[config.mk]
export PLATFORM = sky130hd
export DESIGN_NAME = btb_assoc_flat
export DESIGN_NICKNAME = d
export VERILOG_FILES = /design/src/rtl/btb_assoc_if.sv /design/src/rtl/btb_assoc.sv /design/src/flat_wrapper.sv
export SDC_FILE = /design/constraint.sdc
export NUM_CORES = 2
export LEC_CHECK = 0
export CORE_ASPECT_RATIO = 1.2
export CORE_MARGIN = 3
export CORE_UTILIZATION = 25
export DETAILED_ROUTE_END_ITERATION = 6
export PLACE_DENSITY = 0.42
export RECOVER_POWER = 100
export SYNTH_ARGS = -nofsm -noshare
export SYNTH_HDL_FRONTEND = slang
export SYNTH_SLANG_ARGS = --single-unit
[constraint.sdc]
create_clock -name clk -period 11.05 [get_ports clk]
set_input_delay 3.315 -clock clk [delete_from_list [all_inputs] [get_ports clk]]
set_output_delay 3.315 -clock clk [all_outputs]
set_load 0.03 [all_outputs]
[src/rtl/btb_assoc_if.sv]
// Fetch-lookup, resolved-branch update and flush-control signals of the branch target buffer.
interface btb_assoc_if;
  logic [31:0] fetch_pc;
  logic        fetch_hit;
  logic        fetch_taken;
  logic [31:0] fetch_target;
  logic        ex_update;
  logic [31:0] ex_pc;
  logic [31:0] ex_target;
  logic        ex_taken;
  logic        flush_req;
  logic        flush_busy;

  modport master (
    output fetch_pc, ex_update, ex_pc, ex_target, ex_taken, flush_req,
    input  fetch_hit, fetch_taken, fetch_target, flush_busy
  );

  modport slave (
    input  fetch_pc, ex_update, ex_pc, ex_target, ex_taken, flush_req,
    output fetch_hit, fetch_taken, fetch_target, flush_busy
  );
endinterface

[src/rtl/btb_assoc.sv]
// Set-associative branch target buffer with round-robin replacement and a one-set-per-cycle flush.
// Optional BTB_HYST_EN adds a 2-bit saturating direction counter per way.
module btb_assoc #(
  parameter int SETS = 32,
  parameter int WAYS = 2
) (
  input logic       clk,
  input logic       rst,
  btb_assoc_if.slave bus
);
  localparam int IDX_W = $clog2(SETS);
  localparam int TAG_W = 30 - IDX_W;
  localparam int WAY_W = (WAYS > 1) ? $clog2(WAYS) : 1;

  localparam logic [0:0] IDLE  = 1'b0;
  localparam logic [0:0] FLUSH = 1'b1;

  logic [WAYS-1:0]  valid   [SETS];
  logic [TAG_W-1:0] tag_mem [SETS][WAYS];
  logic [31:0]      tgt_mem [SETS][WAYS];
`ifdef BTB_HYST_EN
  logic [1:0]       ctr_mem [SETS][WAYS];

  function automatic logic [1:0] sat_inc(input logic [1:0] c);
    return (c == 2'd3) ? c : c + 2'd1;
  endfunction

  function automatic logic [1:0] sat_dec(input logic [1:0] c);
    return (c == 2'd0) ? c : c - 2'd1;
  endfunction
`endif

  logic [0:0]       state;
  logic [IDX_W-1:0] flush_cnt;
  logic             busy;

  logic [IDX_W-1:0] f_idx, e_idx;
  logic [TAG_W-1:0] f_tag, e_tag;
  logic             f_hit, e_hit, e_inv;
  logic [WAY_W-1:0] f_way, e_way, inv_way, rr_way, victim;
  logic             upd_en, alloc;
  logic             unused_bits;

  assign unused_bits = ^{bus.fetch_pc[1:0], bus.ex_pc[1:0]};

  assign f_idx = bus.fetch_pc[IDX_W+1:2];
  assign f_tag = bus.fetch_pc[31:IDX_W+2];
  assign e_idx = bus.ex_pc[IDX_W+1:2];
  assign e_tag = bus.ex_pc[31:IDX_W+2];

  always_comb begin
    f_hit = 1'b0;
    f_way = '0;
    for (int w = 0; w < WAYS; w++) begin
      if (valid[f_idx][w] && tag_mem[f_idx][w] == f_tag) begin
        f_hit = 1'b1;
        f_way = WAY_W'(w);
      end
    end
  end

  // Update side: hit way, and lowest invalid way (descending scan so the lowest wins)
  always_comb begin
    e_hit   = 1'b0;
    e_way   = '0;
    e_inv   = 1'b0;
    inv_way = '0;
    for (int w = 0; w < WAYS; w++) begin
      if (valid[e_idx][w] && tag_mem[e_idx][w] == e_tag) begin
        e_hit = 1'b1;
        e_way = WAY_W'(w);
      end
    end
    for (int w = WAYS - 1; w >= 0; w--) begin
      if (!valid[e_idx][w]) begin
        e_inv   = 1'b1;
        inv_way = WAY_W'(w);
      end
    end
  end

  assign busy   = (state == FLUSH);
  assign upd_en = bus.ex_update & ~busy;
  assign alloc  = upd_en & ~e_hit & bus.ex_taken;
  assign victim = e_inv ? inv_way : rr_way;

  generate
    if (WAYS > 1) begin : g_rr
      logic [WAY_W-1:0] rr [SETS];

      always_ff @(posedge clk or negedge rst) begin
        if (!rst) begin
          for (int s = 0; s < SETS; s++) rr[s] <= '0;
        end else if (alloc && !e_inv) begin
          rr[e_idx] <= rr[e_idx] + 1'b1;
        end
      end

      assign rr_way = rr[e_idx];
    end else begin : g_one
      assign rr_way = '0;
    end
  endgenerate

  always_ff @(posedge clk or negedge rst) begin
    if (!rst) begin
      state     <= IDLE;
      flush_cnt <= '0;
    end else begin
      case (state)
        IDLE: begin
          if (bus.flush_req) begin
            state     <= FLUSH;
            flush_cnt <= '0;
          end
        end
        FLUSH: begin
          flush_cnt <= flush_cnt + 1'b1;
          if (flush_cnt == IDX_W'(SETS - 1)) state <= IDLE;
        end
        default: state <= IDLE;
      endcase
    end
  end

  always_ff @(posedge clk or negedge rst) begin
    if (!rst) begin
      for (int s = 0; s < SETS; s++) valid[s] <= '0;
    end else if (busy) begin
      valid[flush_cnt] <= '0;
    end else if (upd_en) begin
`ifndef BTB_HYST_EN
      if (e_hit && !bus.ex_taken) valid[e_idx][e_way] <= 1'b0;
`endif
      if (alloc) valid[e_idx][victim] <= 1'b1;
    end
  end

  // Payload arrays carry no reset; they are meaningful only under a set valid bit
  always_ff @(posedge clk) begin
    if (upd_en) begin
      if (e_hit) begin
        if (bus.ex_taken) tgt_mem[e_idx][e_way] <= bus.ex_target;
`ifdef BTB_HYST_EN
        ctr_mem[e_idx][e_way] <= bus.ex_taken ? sat_inc(ctr_mem[e_idx][e_way])
                                              : sat_dec(ctr_mem[e_idx][e_way]);
`endif
      end else if (bus.ex_taken) begin
        tag_mem[e_idx][victim] <= e_tag;
        tgt_mem[e_idx][victim] <= bus.ex_target;
`ifdef BTB_HYST_EN
        ctr_mem[e_idx][victim] <= 2'd2;
`endif
      end
    end
  end

  assign bus.fetch_hit    = f_hit & ~busy;
  assign bus.fetch_target = tgt_mem[f_idx][f_way];
`ifdef BTB_HYST_EN
  assign bus.fetch_taken  = bus.fetch_hit & ctr_mem[f_idx][f_way][1];
`else
  assign bus.fetch_taken  = bus.fetch_hit;
`endif
  assign bus.flush_busy   = busy;
endmodule
[src/flat_wrapper.sv]
// flat-port wrapper written by rule: the top's interface ports become plain ports
module btb_assoc_flat 
#(
  parameter int SETS = 32,
  parameter int WAYS = 2
)
  (clk, rst, bus_fetch_pc, bus_ex_update, bus_ex_pc, bus_ex_target, bus_ex_taken, bus_flush_req, bus_fetch_hit, bus_fetch_taken, bus_fetch_target, bus_flush_busy);
  btb_assoc_if bus_i ();
  input logic clk;
  input logic rst;
  input wire logic [$bits(bus_i.fetch_pc)-1:0] bus_fetch_pc;
  input wire logic [$bits(bus_i.ex_update)-1:0] bus_ex_update;
  input wire logic [$bits(bus_i.ex_pc)-1:0] bus_ex_pc;
  input wire logic [$bits(bus_i.ex_target)-1:0] bus_ex_target;
  input wire logic [$bits(bus_i.ex_taken)-1:0] bus_ex_taken;
  input wire logic [$bits(bus_i.flush_req)-1:0] bus_flush_req;
  output wire logic [$bits(bus_i.fetch_hit)-1:0] bus_fetch_hit;
  output wire logic [$bits(bus_i.fetch_taken)-1:0] bus_fetch_taken;
  output wire logic [$bits(bus_i.fetch_target)-1:0] bus_fetch_target;
  output wire logic [$bits(bus_i.flush_busy)-1:0] bus_flush_busy;
  assign bus_i.fetch_pc = bus_fetch_pc;
  assign bus_i.ex_update = bus_ex_update;
  assign bus_i.ex_pc = bus_ex_pc;
  assign bus_i.ex_target = bus_ex_target;
  assign bus_i.ex_taken = bus_ex_taken;
  assign bus_i.flush_req = bus_flush_req;
  assign bus_fetch_hit = bus_i.fetch_hit;
  assign bus_fetch_taken = bus_i.fetch_taken;
  assign bus_fetch_target = bus_i.fetch_target;
  assign bus_flush_busy = bus_i.flush_busy;
  btb_assoc #(.SETS(SETS), .WAYS(WAYS)) u_core (.clk(clk), .rst(rst), .bus(bus_i));
endmodule
==> metrics.md <==
| Metric | Value |
|---|---|
| Outcome | `finished with violations` |
| Failing checks | `max-capacitance violations, max-slew violations, negative setup slack` |
| Measured slew at the worst slew-check pin | `4.26 ns` |
| Die ar. | `650000 µm²` |
| Startpoint of the worst hold path | `u_core.g_rr.rr[0]` |
| Syn Nets | `8259` |
| WHS Endpoint | `u_core.g_rr.rr[0]` |
| DRC errors left | `0` |
| Clock share of power | `0.430` |
| Pwr Density | `173 nW/µm²` |
| Setup repair bufs after CTS | `0` |
| Skew-Pair Late Insertion Delay | `1.02 ns` |
| Data required time of the critical path | `11.65 ns` |
| Peak VDD IR | `0.145 mV` |
| Total iterations of the first detailed-routing run | `6` |
| Reg2Reg Depth | `11` |
| Die W | `737 µm` |
| Worst min-delay path class | `register to register` |
| Count of final setup violators | `154` |
| Pin count of the biggest net entering global routing | `105` |
| Final hold vios | `0` |
| Most common cell after layout, fill and taps aside | `edfxtp_1` |
| Headroom to the max-slew limit | `-1.84` |
| GRT Total Usage | `0.177` |
| Sw Ratio | `0.237` |
| Port bufs | `131` |
| FFs w/ async S/R, synth | `0.0272` |
| Initial Util | `0.251` |
| Drt wl/cell | `34.0 µm` |
| Period utilization | `1.01` |
| Max-slew violations | `3578` |
| First-pass GRT wire length | `797000 µm` |
| Reg power frac | `0.490` |
| Fin cells | `17.4k` |
| Via count | `89.3k` |
| Post-DP HPWL | `342000 µm` |
| Post-route total power | `32.4 mW` |
| WS Path Type | `primary input to register` |
| Sequential area share after synthesis | `0.700` |
| Critical path launch point type | `primary input` |
| I/O pin total | `136` |
| Grt ovf | `0` |
| Fmax | `89.7 MHz` |
| Final ANT Viol Nets | `0` |
| Hold Crit Depth | `2` |
| Placer Congestion | `0.859` |
| Fill cell count | `62.2k` |
| TritonCTS clock tree | `built` |
| Drt initial violations | `9863` |
| Clk sinks | `3750` |
| Final WL | `592000 µm` |
| Setup WS post-layout | `-0.0932 ns` |
| Post-synth EDFFs | `3648` |
| Combinational Power Share | `0.080` |
| Avg Cell Area, Syn | `19.6 µm²` |
| Post-synthesis cell count | `8153` |
| RSZ-0062 raised after global routing | `false` |
| Post-Route Skew | `0.0898 ns` |
| Area of the mapped netlist | `160000 µm²` |
| Vias in the first global route | `92.0k` |
| Flop2flop setup slack | `4.75 ns` |
| Initial antenna violation count | `38` |
| Reg clk slew, reported paths | `0.06 ns` |
| Max-Cap Viols | `69` |
| Static Leak | `59.6 nW` |
| Synthesis Warnings | `0` |
| Vias per inst | `5.13` |
| Die H | `883 µm` |
| Std-Cell Rows | `321` |
| Period minus WS final | `11.14 ns` |
| Commonest non-fill, non-tap cells in the layout | `edfxtp_1, mux4_2, mux2i_1, clkbuf_16, o22ai_1` |
| RR Startpoint | `u_core.tag_mem[7][41]` |
| Core area | `637000 µm²` |
| Crit end category | `register` |
| Layout area overhead | `17.3%` |
| Critical Path Fanout Max | `19` |
| CTS H-tree depth | `5` |
| Final Net Count | `8760` |
| Sw Pwr | `7.67 mW` |
| Cells after DPL | `16.6k` |
| R2r endpoint | `u_core.tag_mem[20][49]` |
| Synth Flop Type | `edfxtp_1` |
| Count of state elements after synthesis | `3750` |
| Yosys cell types | `80` |
| Clock root cell | `clkbuf_16` |
| Yosys top cell area share | `0.684` |
| Synth area leader | `edfxtp_1` |
| Arrival time worst endpoint | `11.75 ns` |
| Ranking of synthesized cells by area | `edfxtp_1, mux4_2, mux2i_1` |
| Total CTS buffers | `423` |
| Layout cells sized above 1 | `0.263` |
| Int Pwr | `24.7 mW` |
| CTS max path bufs | `4` |
## layer usage
layer | GRT usage | share of wire | wire, µm | up-vias
met1 | 0.232 | 0.41 | 241000 | 49028
li1 | - | - | - | 35691
met3 | 0.0246 | 0.063 | 37600 | 872
met4 | 0.0558 | 0.037 | 22100 | 16
met2 | 0.302 | 0.49 | 291000 | 3740
met5 | 0 | 0.00019 | 110 | -
## cell families (layout without fill, tap and decap cells)
family | after synthesis | after routing | share of synthesized area
flip-flops | 3750 | 3750 | 0.700
buffers and inverters | 633 | 1492 | 0.0187
XOR/XNOR | 47 | 47 | 0.00257
AO/OA/AOI/OAI | 863 | 863 | 0.0355
AND/OR/NAND/NOR | 837 | 837 | 0.0273
other | 0 | 9 | 0
adder cells (fa/ha/maj) | 5 | 5 | 0.000391
multiplexers | 2018 | 2018 | 0.215
## power groups by stage
stage	Clock (mW)	Combinational [mW]	Sequential (mW)
floorplan	0	1.43	16.1
global placement	0	2.61	16.1
detailed placement	0	2.64	16.1
CTS	14.3	2.65	15.8
global route	14.8	2.72	15.9
finish	13.9	2.59	15.9
## timing repair
item / in CTS / in global routing
cloned: 1 / 0
endpoints found under the setup margin: 34 / 18
resized for setup: 2 / 2
hold buffers: 0 / 0
## critical path, cell delays in order
cell and delay, ns:
dlygate4sd3_1 1.21, nand4bb_4 0.75, clkbuf_1 1.10, o22ai_1 0.18, nor4_1 0.49, a21oi_1 0.12, nor4_1 1.33, and4_1 0.60
and4_1 0.54, or4_1 0.81, buf_12 0.28, nor2_1 0.36, clkbuf_2 0.50
## layout make-up
class | count | area [µm²] | area share
Multi-Input combinational cell | 3770 | 45600 | 0.243
Tap cell | 8398 | 10500 | 0.0559
Timing Repair Buffer | 651 | 5720 | 0.0304
Antenna cell | 9 | 22.5 | 0.000120
Clock buffer | 511 | 11100 | 0.0589
Inverter | 58 | 233 | 0.00124
Sequential cell | 3750 | 112000 | 0.597
Clock inverter | 272 | 2540 | 0.0135
## cells in the mapped netlist, types with 54 or more instances
cell type and instances:
dfrtp_1 102, o22ai_1 424, nor2_1 132, nand2_1 266
mux4_2 1138, nor4_1 128, mux2i_1 864, inv_1 54
edfxtp_1 3648, buf_2 242, clkbuf_1 227, a21oi_1 114
a22oi_1 70
## registers in the layout, summed over array words and instances (netlist names)
| signal | cells |
|---|---|
| u_core.tag_mem | 1600 |
| u_core.flush_cnt | 5 |
| u_core.bus.flush_busy | 1 |
| u_core.valid | 64 |
| u_core.g_rr.rr | 32 |
| u_core.tgt_mem | 2048 |
## worst max-delay path by stage
stage	start	to	slack, ns
2_1_floorplan	bus_fetch_pc[2]	bus_fetch_taken	0.26
3_3_place_gp	bus_fetch_pc[2]	bus_fetch_target[28]	-0.27
3_5_place_dp	bus_fetch_pc[2]	bus_fetch_target[25]	-0.25
4_1_cts	bus_fetch_pc[2]	bus_fetch_target[25]	0.03
5_1_grt	bus_ex_pc[6]	u_core.tgt_mem[15][37]	0.02
6_report	bus_ex_pc[6]	u_core.tag_mem[20][49]	-0.09
## per-stage QoR
step                      cell area (µm²)  worst slack (ns)  hold WS (ns)  setup TNS (ns)   util
after floorplan                    160000             0.258         0.484               0      -
after global placement             176000            -0.267         0.499           -7.33  0.276
after detailed placement           176000            -0.254         0.508           -6.04  0.276
after CTS                          189000            0.0280         0.521               0  0.297
after global routing               188000            0.0153         0.536               0  0.295
final                              188000           -0.0932         0.518           -5.53  0.295
Note: power is estimated with default switching activity, not from simulation.
